[src/rtl/tx_pkg.sv]
// Shared types and default parameters for the transmit shift controller.
package tx_pkg;

    typedef enum logic [1:0] {
        IDLE  = 2'd0,
        SHIFT = 2'd1,
        EOP   = 2'd2
    } tx_state_t;

    localparam int NUM_BITS_DEF     = 8;
    localparam int CLKS_PER_BIT_DEF = 8;
    localparam int EOP_BITS_DEF     = 2;

endpackage

[src/rtl/tx_bit_timer.sv]
// Wrap counter 0..TERM-1 with enable and clear; tick marks the enabled
// terminal-count cycle so the caller can act on the wrap in that same cycle.
module tx_bit_timer #(
    parameter int TERM  = 8,
    parameter int WIDTH = 3
) (
    input  logic clk,
    input  logic n_rst,
    input  logic en,
    input  logic clr,
    output logic tick
);

    localparam logic [WIDTH-1:0] LAST = WIDTH'(TERM - 1);

    logic [WIDTH-1:0] count_reg;

    assign tick = en && (count_reg == LAST);

    // Count register: clear has priority, wrap to zero on terminal count.
    always_ff @(posedge clk or negedge n_rst) begin
        if (!n_rst) begin
            count_reg <= '0;
        end else if (clr) begin
            count_reg <= '0;
        end else if (en) begin
            count_reg <= tick ? '0 : count_reg + WIDTH'(1);
        end
    end

endmodule

[src/rtl/tx_shift_ctrl.sv]
// Transmit controller feeding a parallel-to-serial shift register.
// Accepts words over valid/ready, paces load/shift at CLKS_PER_BIT clocks
// per bit, appends an idle-high end-of-packet interval and flags underruns.
// Optional feature macro: TX_STALL_EN adds a tx_stall input that freezes
// the active packet timing.
module tx_shift_ctrl
    import tx_pkg::*;
#(
    parameter int NUM_BITS     = NUM_BITS_DEF,
    parameter int CLKS_PER_BIT = CLKS_PER_BIT_DEF,
    parameter int EOP_BITS     = EOP_BITS_DEF
) (
    input  logic                clk,
    input  logic                n_rst,
    input  logic                tx_valid,
    input  logic [NUM_BITS-1:0] tx_data,
    input  logic                tx_last,
`ifdef TX_STALL_EN
    input  logic                tx_stall,
`endif
    output logic                tx_ready,
    output logic                load_enable,
    output logic                shift_enable,
    output logic [NUM_BITS-1:0] parallel_out,
    output logic                tx_active,
    output logic                eop,
    output logic                tx_done,
    output logic                underrun_err
);

    localparam int TIMER_W = $clog2(CLKS_PER_BIT);
    localparam int BIT_W   = $clog2(NUM_BITS);
    localparam int EOPC_W  = $clog2(EOP_BITS + 1);

    localparam logic [BIT_W-1:0] LAST_BIT = BIT_W'(NUM_BITS - 1);

    tx_state_t        state_reg;
    tx_state_t        state_next;
    logic [BIT_W-1:0] bit_cnt_reg;
    logic             last_reg;
    logic             run;
    logic             bit_tick;
    logic             eop_tick;

`ifdef TX_STALL_EN
    assign run = !tx_stall;
`else
    assign run = 1'b1;
`endif

    // Bit-period timer: held at zero while idle, frozen while stalled.
    tx_bit_timer #(
        .TERM  (CLKS_PER_BIT),
        .WIDTH (TIMER_W)
    ) u_bit_timer (
        .clk   (clk),
        .n_rst (n_rst),
        .en    ((state_reg != IDLE) && run),
        .clr   (state_reg == IDLE),
        .tick  (bit_tick)
    );

    // End-of-packet length in bit periods, advanced by each bit-timer wrap.
    tx_bit_timer #(
        .TERM  (EOP_BITS),
        .WIDTH (EOPC_W)
    ) u_eop_timer (
        .clk   (clk),
        .n_rst (n_rst),
        .en    ((state_reg == EOP) && bit_tick),
        .clr   (state_reg != EOP),
        .tick  (eop_tick)
    );

    // The shift register samples tx_data directly when load_enable is high.
    assign parallel_out = tx_data;
    assign eop          = (state_reg == EOP);
    assign tx_active    = (state_reg != IDLE);

    // State register.
    always_ff @(posedge clk or negedge n_rst) begin
        if (!n_rst) begin
            state_reg <= IDLE;
        end else begin
            state_reg <= state_next;
        end
    end

    // Bit counter within the current word and the captured last-word flag.
    always_ff @(posedge clk or negedge n_rst) begin
        if (!n_rst) begin
            bit_cnt_reg <= '0;
            last_reg    <= 1'b0;
        end else begin
            if (state_reg != SHIFT) begin
                bit_cnt_reg <= '0;
            end else if (bit_tick) begin
                bit_cnt_reg <= (bit_cnt_reg == LAST_BIT) ? '0 : bit_cnt_reg + BIT_W'(1);
            end
            if (load_enable) begin
                last_reg <= tx_last;
            end
        end
    end

    // Next state and strobes; a word boundary either reloads, ends the
    // packet, or reports starvation and drops back to idle.
    always_comb begin
        state_next   = state_reg;
        tx_ready     = 1'b0;
        load_enable  = 1'b0;
        shift_enable = 1'b0;
        underrun_err = 1'b0;
        tx_done      = 1'b0;
        case (state_reg)
            IDLE: begin
                tx_ready = 1'b1;
                if (tx_valid) begin
                    load_enable = 1'b1;
                    state_next  = SHIFT;
                end
            end
            SHIFT: begin
                if (bit_tick) begin
                    if (bit_cnt_reg != LAST_BIT) begin
                        shift_enable = 1'b1;
                    end else if (last_reg) begin
                        shift_enable = 1'b1;
                        state_next   = EOP;
                    end else begin
                        tx_ready = 1'b1;
                        if (tx_valid) begin
                            load_enable = 1'b1;
                        end else begin
                            shift_enable = 1'b1;
                            underrun_err = 1'b1;
                            state_next   = IDLE;
                        end
                    end
                end
            end
            EOP: begin
                if (eop_tick) begin
                    tx_done    = 1'b1;
                    state_next = IDLE;
                end
            end
            default: state_next = IDLE;
        endcase
    end

endmodule

[config.mk]
export PLATFORM = sky130hd
export DESIGN_NAME = tx_shift_ctrl
export DESIGN_NICKNAME = d
export VERILOG_FILES = /design/src/rtl/tx_pkg.sv /design/src/rtl/tx_bit_timer.sv /design/src/rtl/tx_shift_ctrl.sv
export SDC_FILE = /design/constraint.sdc
export NUM_CORES = 1
export LEC_CHECK = 0
export ABC_AREA = 0
export CORE_MARGIN = 8
export CORE_UTILIZATION = 30
export DETAILED_ROUTE_END_ITERATION = 7
export DONT_BUFFER_PORTS = 1
export PLACE_DENSITY = 0.51
export SLEW_MARGIN = 10
export SYNTH_ARGS = -nofsm -noshare
export SYNTH_HDL_FRONTEND = slang
export SYNTH_SLANG_ARGS = --single-unit
[constraint.sdc]
create_clock -name clk -period 3.28 [get_ports clk]
set_clock_uncertainty 0.1 [all_clocks]
set_input_delay 0.656 -clock clk [delete_from_list [all_inputs] [get_ports clk]]
set_output_delay 0.656 -clock clk [all_outputs]
set_load 0.02 [all_outputs]
==> run summary, run 1 <==
first-pass GRT wire length: 1910 um
wirelength, routed: 1150 um
area occupied by registers: 275 um2
top-count cell post-synth: dfrtp_1
Core Rows: 16
Pins Over Slew Limit: 0
Die Span X: 61.8 um
share of layout cells above drive strength 1: 0.0690
Mapped Nets: 78
CTS tree: built
unrepaired setup endpoints after global routing: no
GP Congestion: 0.664
largest net degree at the start of global routing: 15
Core Region: 1960 um2
clock sink count: 11
Final setup viols: 0
post-synth cell types: 25
post-route design area: 634 um2
cell area after synthesis: 629 um2
Max Fclk: 363 MHz
die area: 3820 um2
max cap viols: 0
EDFF count, synth: 0
post-route minimum period: 2.76 ns
XOR/XNOR share of the synthesized area: 0.0139
clock root cell: clkbuf_4
Seq/Total Area, Yosys: 0.437
Total Neg Setup Slack: 0 ns
clock transition at the registers of the reported paths: 0.07 ns
Yosys reg bits: 11
crit path cell chain: ha_1, ha_1, nand3b_1, nor3_1
H-tree depth: 1
DP Area: 598 um2
critical path peak fanout: 14
Arr. time, crit path: 2.00 ns
Die Ht: 61.8 um
Worst Hold Class: flop to flop
post-synth top area share: 0.437
Skew-Pair Late Insertion Delay: 0.26 ns
post-CTS setup buffer count: 0
FILL cells: 225
Syn Area/Cell: 10.2 um2
multi-input logic area: 274 um2
leakage: 0.283 nW
Adder-Cell Fraction of Synth Area: 0.0795
Worst setup SP type: flop
Routed wire per std cell: 13.5 um
Slew headroom: 0.445
DR vias: 409
Async SR Flop Fraction: 1.00
total track usage: 0.0694
warnings from Yosys: 0
vias in the first global route: 440
NumNets Final: 75
Synth Instances: 62
Crit path top cell by count: ha_1
initial core utilization: 0.321
fin crit share: 0.841
Clock Path Buffers: 2
WP data required: 2.52 ns
post-synthesis compound-gate area fraction: 0.123
area delta synth->final: 0.795%
# IOs: 27
First-pass DRT Iterations: 4
Setup Crit Path Kind: flop to output port
Least-Margin Pin Slew: 0.827 ns
Post-synth top cells: dfrtp_1, buf_4, a21oi_1, nand2b_1
I/O Buffers: 0
Peak VDD IR: 0.120 mV
initial antenna violation count: 0
grt total ovfl: 0
post-route ant nets: 0
Top FF cell, synth: dfrtp_1
drt initial violations: 12
Hold Vio Cnt, Final: 0
largest cells by area after synthesis: dfrtp_1, buf_4, ha_1, nand2b_1, a21oi_1
HPWL after DPL: 884 um
mux cell area share after synthesis: 0.0159
DR DRC count: 0
CP max-delay cell: nor3_1
CP max stage delay: 0.61 ns
Synth area leader: dfrtp_1
n_diodes: 0
main combinational cell family by area after synthesis: simple AND/OR/NAND/NOR gates
Synth Area in Simple Gates: 0.203
Avg Vias per Cell: 4.81
status: finished, final reports clean
CP Capture Type: output port
power per cell area: 365 nW/um2
CTS buffer count: 3
==> final timing paths <==
| check | start | to | slack [ns] | depth (start not counted) |
|---|---|---|---|---|
| min in group asynchronous | n_rst | last_reg | 0.70 | 1 |
| max in group asynchronous | n_rst | bit_cnt_reg[0] | 2.04 | 1 |
| min reg2reg | u_bit_timer.count_reg[0] | u_bit_timer.count_reg[0] | 0.34 | 1 |
| max reg2reg | u_bit_timer.count_reg[0] | last_reg | 1.58 | 4 |
| max | u_bit_timer.count_reg[0] | underrun_err | 0.52 | 4 |
| min | u_bit_timer.count_reg[0] | u_bit_timer.count_reg[0] | 0.34 | 1 |
==> worst max-delay path: cells and delay by family (launching register included) <==
family,cells,cell delay [ns]
fa+ha+maj,2,0.59
flops,1,0.35
simple gates,2,0.80
==> cells in the final DEF, fill, tap and decap left out, drive strengths merged <==
cell and n:
ha 4, and3b 2, mux2i 1, or3b 1
and3 1, nand3 1, nand2b 5, o21a 1
xnor2 1, nand3b 2, a21oi 5, nand2 1
inv 4, a21bo 2, nor2b 1, a311oi 1
dlygate4sd3 1, nor3 3, nor3b 1, clkbuf 4
nor2 3, a221o 1, dfrtp 11, o22ai 1
==> what timing repair did <==
action	CTS	global route
hold endpoints to repair	11	0
hold buffers	1	0
resized for setup	0	0
==> report_power, final <==
part           switching, mW  leakage, nW  total [mW]  internal (mW)
Combinational        0.00318        0.134     0.00517        0.00199
Sequential                 0        0.134       0.136          0.136
Clock                 0.0440       0.0150      0.0909         0.0470
==> layer usage <==
metal	vias to the layer above	GRT usage	routed length (um)
met2	15	0.100	504
li1	199	-	-
met5	-	0	0
met1	191	0.0736	467
met3	4	0.0350	161
met4	0	0.0584	17
==> cells by family after synthesis <==
logic type               Yosys count
buffers and inverters             13
XOR/XNOR                           1
AO/OA/AOI/OAI                     11
AND/OR/NAND/NOR                   21
flip-flops                        11
adder cells (fa/ha/maj)            4
multiplexers                       1
==> cell type report <==
class                           instances  area share
Timing Repair Buffer                    1      0.0158
Multi-Input combinational cell         38       0.432
Inverter                                4      0.0237
Tap cell                               27      0.0533
Clock buffer                            4      0.0414
Sequential cell                        11       0.434
==> through the flow <==
stage / util / instances / hold slack (ns) / power (mW) / setup slack (ns)
finish: 0.323 / 85 / 0.342 / 0.232 / 0.523
global route: 0.323 / 85 / 0.387 / 0.242 / 0.298
CTS: 0.323 / 85 / 0.346 / 0.239 / 0.500
detailed placement: 0.305 / 80 / 0.261 / 0.140 / 0.800
global placement: 0.305 / 80 / 0.261 / 0.140 / 0.871
floorplan: - / 62 / 0.260 / 0.154 / 1.03
Power figures use the tool's default switching activity.
==> inputs of run 2 (changes only) <==
- clock period: 3.28 -> 2.7 ns (I/O delays scaled with it)
==> run 2 against run 1 <==
Compared with the run above: count of clock-buffer cells in the layout stayed put; first-iteration DRC count is 42% higher; clock power is 29% higher; via count is 7.1% higher; sequential share of layout area is 2.0 points lower; register-to-register slack worse by 0.61 ns; critical path depth stayed put; design area is 4.7% higher; largest power group unchanged.
==> run summary, run 2 (synthesis gave the netlist of run 1 again) <==
status: finished, final reports clean (unchanged)
Hold Vio Cnt, Final: 0 (unchanged)
I/O Buffers: 0 (unchanged)
vias in the first global route: 425 (was 440)
CP max stage delay: 0.44 ns (was 0.61 ns)
fin crit share: 0.845
Worst path depth: 4 (unchanged)
FILL cells: 224 (was 225)
power per cell area: 433 nW/um2 (was 365 nW/um2)
post-CTS setup buffer count: 0 (unchanged)
Hold Crit Endpoint: u_bit_timer.count_reg[0] (unchanged)
Worst Hold Launch: u_bit_timer.count_reg[0] (unchanged)
multi-input logic area: 274 um2 (unchanged)
wirelength, routed: 1220 um (was 1150 um)
post-route ant nets: 0 (unchanged)
commonest non-fill, non-tap cell in the layout: dfrtp_1 (unchanged)
max cap viols: 0 (unchanged)
n_diodes: 0 (unchanged)
First-pass DRT Iterations: 4 (unchanged)
WP data required: 2.06 ns (was 2.52 ns)
worst reg2reg path depth: 5 (was 4)
leakage: 0.305 nW (was 0.283 nW)
# IOs: 27 (unchanged)
Final setup viols: 0 (unchanged)
WP buf/inv: 0 (unchanged)
Core Region: 1960 um2 (unchanged)
total track usage: 0.0742 (was 0.0694)
drt initial violations: 17 (was 12)
Skew-Pair Late Insertion Delay: 0.28 ns (was 0.26 ns)
final setup margin: 0.418 ns (was 0.523 ns)
Core Rows: 16 (unchanged)
CTS buffer count: 3 (unchanged)
crit path cell chain: ha_1, ha_1, nand3b_1, a21oi_1 (was ha_1, ha_1, nand3b_1, nor3_1)
Arr. time, crit path: 1.64 ns (was 2.00 ns)
initial antenna violation count: 0 (unchanged)
Routed wire per std cell: 13.7 um (was 13.5 um)
unrepaired setup endpoints after global routing: no (unchanged)
final core utilization: 0.339 (was 0.323)
Slew headroom: 0.641 (was 0.445)
Clock Path Buffers: 2 (unchanged)
GP Congestion: 0.726 (was 0.664)
CP Capture Type: output port (unchanged)
CP max-delay cell: a21oi_1 (was nor3_1)
DR DRC count: 0 (unchanged)
initial core utilization: 0.321 (unchanged)
Min-Delay Path Depth: 1 (unchanged)
DR vias: 438 (was 409)
Die Ht: 61.8 um (unchanged)
Reg-to-Reg Start: u_bit_timer.count_reg[0] (unchanged)
crit-path leading delay family: compound AO/OA/AOI/OAI gates (was simple AND/OR/NAND/NOR gates)
H-tree depth: 1 (unchanged)
Worst setup SP type: flop (unchanged)
Crit path top cell by count: ha_1 (unchanged)
Peak VDD IR: 0.173 mV (was 0.120 mV)
largest net degree at the start of global routing: 12 (was 15)
clock transition at the registers of the reported paths: 0.08 ns (was 0.07 ns)
area occupied by registers: 275 um2 (unchanged)
Die Span X: 61.8 um (unchanged)
HPWL after DPL: 923 um (was 884 um)
area delta synth->final: 5.57% (was 0.795%)
critical path peak fanout: 6 (was 14)
Pins Over Slew Limit: 0 (unchanged)
Total Neg Setup Slack: 0 ns (unchanged)
NumNets Final: 79 (was 75)
Setup Crit Path Kind: flop to output port (unchanged)
leading cell types in the layout, fill and taps excluded: dfrtp_1, a21oi_1, nand2b_1 (unchanged)
Worst Hold Class: flop to flop (unchanged)
Max Fclk: 438 MHz
share of layout cells above drive strength 1: 0.129 (was 0.0690)
Least-Margin Pin Slew: 0.537 ns (was 0.827 ns)
first-pass GRT wire length: 2030 um (was 1910 um)
total power: 0.288 mW (was 0.232 mW)
Hold WS: 0.345 ns (was 0.342 ns)
post-route minimum period: 2.28 ns
clock sink count: 11 (unchanged)
internal reg-to-reg setup slack: 0.97 ns (was 1.58 ns)
clock root cell: clkbuf_4 (unchanged)
DP Worst Slack: 0.717 ns (was 0.800 ns)
CTS tree: built (unchanged)
r2r endpoint: last_reg (unchanged)
Avg Vias per Cell: 4.92 (was 4.81)
die area: 3820 um2 (unchanged)
grt total ovfl: 0 (unchanged)
## run 2: cell count changes in the layout (fill, tap and decap cells not counted)
cell,delta
buf_4,+4
## run 2: routing by layer
layer  vias up  share of wire  GRT usage
li1        208              -          -
met1       210           0.44     0.0872
met2        16           0.41     0.0975
met3         4           0.14     0.0576
met4         0          0.016     0.0292
met5         -              0          0
## run 2: worst max-delay path by stage
stage | to | slack [ns] | startpoint
after CTS | load_enable | 0.41 | bit_cnt_reg[0]
final | load_enable | 0.42 | bit_cnt_reg[0]
after detailed placement | load_enable | 0.72 | bit_cnt_reg[0]
after global placement | tx_done | 0.74 | u_bit_timer.count_reg[0]
after global routing | tx_ready | 0.28 | bit_cnt_reg[0]
after floorplan | shift_enable | 0.57 | u_bit_timer.count_reg[0]
## run 2: power by group
group | leakage, nW | switching (mW) | total, mW | internal, mW
sequential | 0.134 | 0 | 0.165 | 0.165
combinational | 0.156 | 0.00401 | 0.00641 | 0.00241
clock | 0.0150 | 0.0595 | 0.117 | 0.0572
total | 0.305 | 0.0635 | 0.288 | 0.224
## run 2: cell type report
class	count	area share
multi-input cells	38	0.412
well taps	27	0.0508
clock buffers	4	0.0395
flip-flops and latches	11	0.414
repair buffers	5	0.0603
inverters	4	0.0226
## run 2: timing repair
action / CTS / global route
hold buffers: 1 / 0
hold endpoints to repair: 11 / 0
resized for setup: 0 / 0
## run 2: through the flow
stage / cell area [um2] / std cells
2_1_floorplan: 629 / 62
3_3_place_gp: 628 / 84
3_5_place_dp: 628 / 84
4_1_cts: 664 / 89
5_1_grt: 664 / 89
6_report: 664 / 89
==> inputs of run 3 (changes only) <==
- ABC_AREA: 0 -> 1
- clock period: 2.7 -> 2.1 ns (I/O delays scaled with it)
==> run 3 against run 2 <==
Compared with the run above: critical path depth up 4; wire length down 0.98%; sequential share of layout area down 2.8 points; combinational power up 6.4%; setup slack worse by 0.32 ns; clock power up 22%; synthesized area up 5.4%; critical endpoint unchanged; largest power group unchanged; highest routed layer is now met3.
==> run summary, run 3 <==
status: finished, final reports clean (unchanged)
CP Capture Type: output port (unchanged)
I/O Buffers: 0 (unchanged)
largest net degree at the start of global routing: 12 (unchanged)
initial core utilization: 0.309 (was 0.321)
WP buf/inv: 2 (was 0)
First-pass DRT Iterations: 4 (unchanged)
post-synth top area share: 0.415 (was 0.437)
fin crit share: 0.954
critical path peak fanout: 3 (was 6)
Synth Instances: 80 (was 62)
commonest non-fill, non-tap cell in the layout: nand2_1 (was dfrtp_1)
worst setup path start: bit_cnt_reg[0] (unchanged)
Worst setup SP type: flop (unchanged)
leakage: 0.343 nW (was 0.305 nW)
Post-synth top cells: nand2_1, dfrtp_1, inv_1 (was dfrtp_1, buf_4, a21oi_1, nand2b_1)
Hold Crit Endpoint: last_reg (was u_bit_timer.count_reg[0])
DR DRC count: 0 (unchanged)
final core utilization: 0.331 (was 0.339)
multi-input logic area: 298 um2 (was 274 um2)
clock sink count: 11 (unchanged)
grt total ovfl: 0 (unchanged)
wirelength, routed: 1210 um (was 1220 um)
Die Ht: 63.0 um (was 61.8 um)
H-tree depth: 1 (unchanged)
Final setup viols: 0 (unchanged)
Die Span X: 63.0 um (was 61.8 um)
Comb pwr share: 0.019 (was 0.022)
Total Neg Setup Slack: 0 ns (unchanged)
area occupied by registers: 275 um2 (unchanged)
HPWL after DPL: 1010 um (was 923 um)
Reg-to-Reg Start: bit_cnt_reg[0] (was u_bit_timer.count_reg[0])
Min-Delay Path Depth: 2 (was 1)
Clock Path Buffers: 2 (unchanged)
top-count cell post-synth: nand2_1 (was dfrtp_1)
CTS buffer count: 3 (unchanged)
first-pass GRT wire length: 2050 um (was 2030 um)
Internal: 0.287 mW (was 0.224 mW)
Worst Hold Launch: tx_last (was u_bit_timer.count_reg[0])
r2r endpoint: last_reg (unchanged)
CP max-delay cell: dfrtp_1 (was a21oi_1)
DR vias: 492 (was 438)
mux cell area share after synthesis: 0 (was 0.0159)
Async SR Flop Fraction: 1.00 (unchanged)
CTS tree: built (unchanged)
area delta synth->final: 7.36% (was 5.57%)
max cap viols: 0 (unchanged)
Net Sw Frac: 0.207 (was 0.221)
XOR/XNOR share of the synthesized area: 0 (was 0.0139)
clock transition at the registers of the reported paths: 0.07 ns (was 0.08 ns)
unrepaired setup endpoints after global routing: no (unchanged)
Seq pwr share: 0.585 (was 0.572)
post-CTS setup buffer count: 0 (unchanged)
NumNets Final: 97 (was 79)
Mapped Nets: 96 (was 78)
Slew headroom: 0.661 (was 0.641)
Core Rows: 17 (was 16)
FILL cells: 223 (was 224)
WP data required: 1.58 ns (was 2.06 ns)
sw power: 0.0749 mW (was 0.0635 mW)
Arr. time, crit path: 1.48 ns (was 1.64 ns)
leading cell types in the layout, fill and taps excluded: nand2_1, dfrtp_1, nor2_1 (was dfrtp_1, a21oi_1, nand2b_1)
largest cells by area after synthesis: dfrtp_1, nand2_1, buf_4, ha_1, inv_1 (was dfrtp_1, buf_4, ha_1, nand2b_1, a21oi_1)
die area: 3970 um2 (was 3820 um2)
share of layout cells above drive strength 1: 0.250 (was 0.129)
Least-Margin Pin Slew: 0.506 ns (was 0.537 ns)
clock root cell: clkbuf_4 (unchanged)
warnings from Yosys: 0 (unchanged)
initial antenna violation count: 0 (unchanged)
Avg Vias per Cell: 4.56 (was 4.92)
DP Worst Slack: 0.219 ns (was 0.717 ns)
cell area after synthesis: 663 um2 (was 629 um2)
Worst Hold Class: primary input to flop (was flop to flop)
post-route minimum period: 2.00 ns
CP max stage delay: 0.40 ns (was 0.44 ns)
Max Fclk: 499 MHz
Syn Area/Cell: 8.29 um2 (was 10.2 um2)
Synth Area in Simple Gates: 0.274 (was 0.203)
Seq/Total Area, Yosys: 0.415 (was 0.437)
EDFF count, synth: 0 (unchanged)
Core Region: 2150 um2 (was 1960 um2)
worst reg2reg path depth: 9 (was 5)
# IOs: 27 (unchanged)
Yosys reg bits: 11 (unchanged)
total track usage: 0.0619 (was 0.0742)
Adder-Cell Fraction of Synth Area: 0.0755 (was 0.0795)
crit-path leading delay family: adder cells (was compound AO/OA/AOI/OAI gates)
Top FF cell, synth: dfrtp_1 (unchanged)
crit path cell chain: ha_1, ha_1, inv_2, nor2_1, nand2_1, nand2_2, nand2_1, inv_2 (was ha_1, ha_1, nand3b_1, a21oi_1)
post-route ant nets: 0 (unchanged)
Pins Over Slew Limit: 0 (unchanged)
n_diodes: 0 (unchanged)
GP Congestion: 0.738 (was 0.726)
Setup Crit Path Kind: flop to output port (unchanged)
internal reg-to-reg setup slack: 0.58 ns (was 0.97 ns)
Hold Vio Cnt, Final: 0 (unchanged)
final setup margin: 0.0959 ns (was 0.418 ns)
Clk pwr share: 0.396 (was 0.406)
post-synthesis compound-gate area fraction: 0.0774 (was 0.123)
drt initial violations: 16 (was 17)
power per cell area: 508 nW/um2 (was 433 nW/um2)
Synth area leader: dfrtp_1 (unchanged)
post-synth cell types: 19 (was 25)
Peak VDD IR: 0.371 mV (was 0.173 mV)
Skew-Pair Late Insertion Delay: 0.27 ns (was 0.28 ns)
main combinational cell family by area after synthesis: simple AND/OR/NAND/NOR gates (unchanged)
Routed wire per std cell: 11.2 um (was 13.7 um)
vias in the first global route: 463 (was 425)
Hold WS: 0.190 ns (was 0.345 ns)
-- run 3: cell count changes in the layout (fill, tap and decap cells not counted), moves of 3 or more --
| cell | before | now |
|---|---|---|
| nand3_1 | 1 | 4 |
| nand2_1 | 1 | 17 |
| inv_1 | 4 | 7 |
| nand2b_1 | 5 | 0 |
| inv_2 | 0 | 5 |
| nor2_1 | 3 | 8 |
-- run 3: layer usage --
layer  routed length, um  vias up  track usage
li1                    -      246            -
met1                 480      224       0.0619
met2                 575       22        0.102
met3                 153        0       0.0466
met4                   0        0      0.00855
met5                   0        -            0
-- run 3: logic make-up (layout without fill, tap and decap cells) --
| group | after synthesis | in the layout |
|---|---|---|
| AND/OR/NAND/NOR | 36 | 36 |
| buffers and inverters | 20 | 20 |
| flip-flops | 11 | 11 |
| AO/OA/AOI/OAI | 9 | 9 |
| adder cells (fa/ha/maj) | 4 | 4 |
-- run 3: worst reg2reg max path, delay by kind of cell (launching register included) --
kind                     cells  cell delay (ns)
adder cells (fa/ha/maj)      2             0.41
flip-flops                   1             0.40
AND/OR/NAND/NOR              5             0.27
buffers and inverters        2             0.24
-- run 3: area by class of cell --
cell class              count  area share
clock buffers               4      0.0369
inverters                  12      0.0633
multi-input cells          49       0.418
flip-flops and latches     11       0.387
well taps                  28      0.0492
repair buffers              4      0.0457
-- run 3: metrics by stage --
step	instance area [um2]	cells	total power, mW
floorplan	663	80	0.239
global placement	661	103	0.217
detailed placement	661	103	0.217
CTS	699	108	0.369
global route	712	108	0.381
finish	712	108	0.362
-- run 3: power by group through the flow --
stage | sequential, mW | combinational, mW | clock (mW)
finish | 0.212 | 0.00682 | 0.143
global route | 0.212 | 0.00771 | 0.162
CTS | 0.212 | 0.00726 | 0.150
detailed placement | 0.216 | 0.00156 | 0
global placement | 0.216 | 0.00151 | 0
floorplan | 0.216 | 0.0235 | 0
-- run 3: worst max path at each step --
stage | cells past startpoint | endpoint | slack [ns]
after floorplan | 8 | load_enable | 0.30
after global placement | 8 | load_enable | 0.26
after detailed placement | 8 | load_enable | 0.22
after CTS | 8 | load_enable | 0.04
after global routing | 8 | load_enable | 0.01
final | 8 | load_enable | 0.1
-- run 3: repair_timing --
item / CTS / global route
hold buffers: 1 / 0
endpoints found under the hold margin: 11 / 0
gates resized for setup: 2 / 3
pin swaps: 0 / 1
endpoints found under the setup margin: 4 / 4
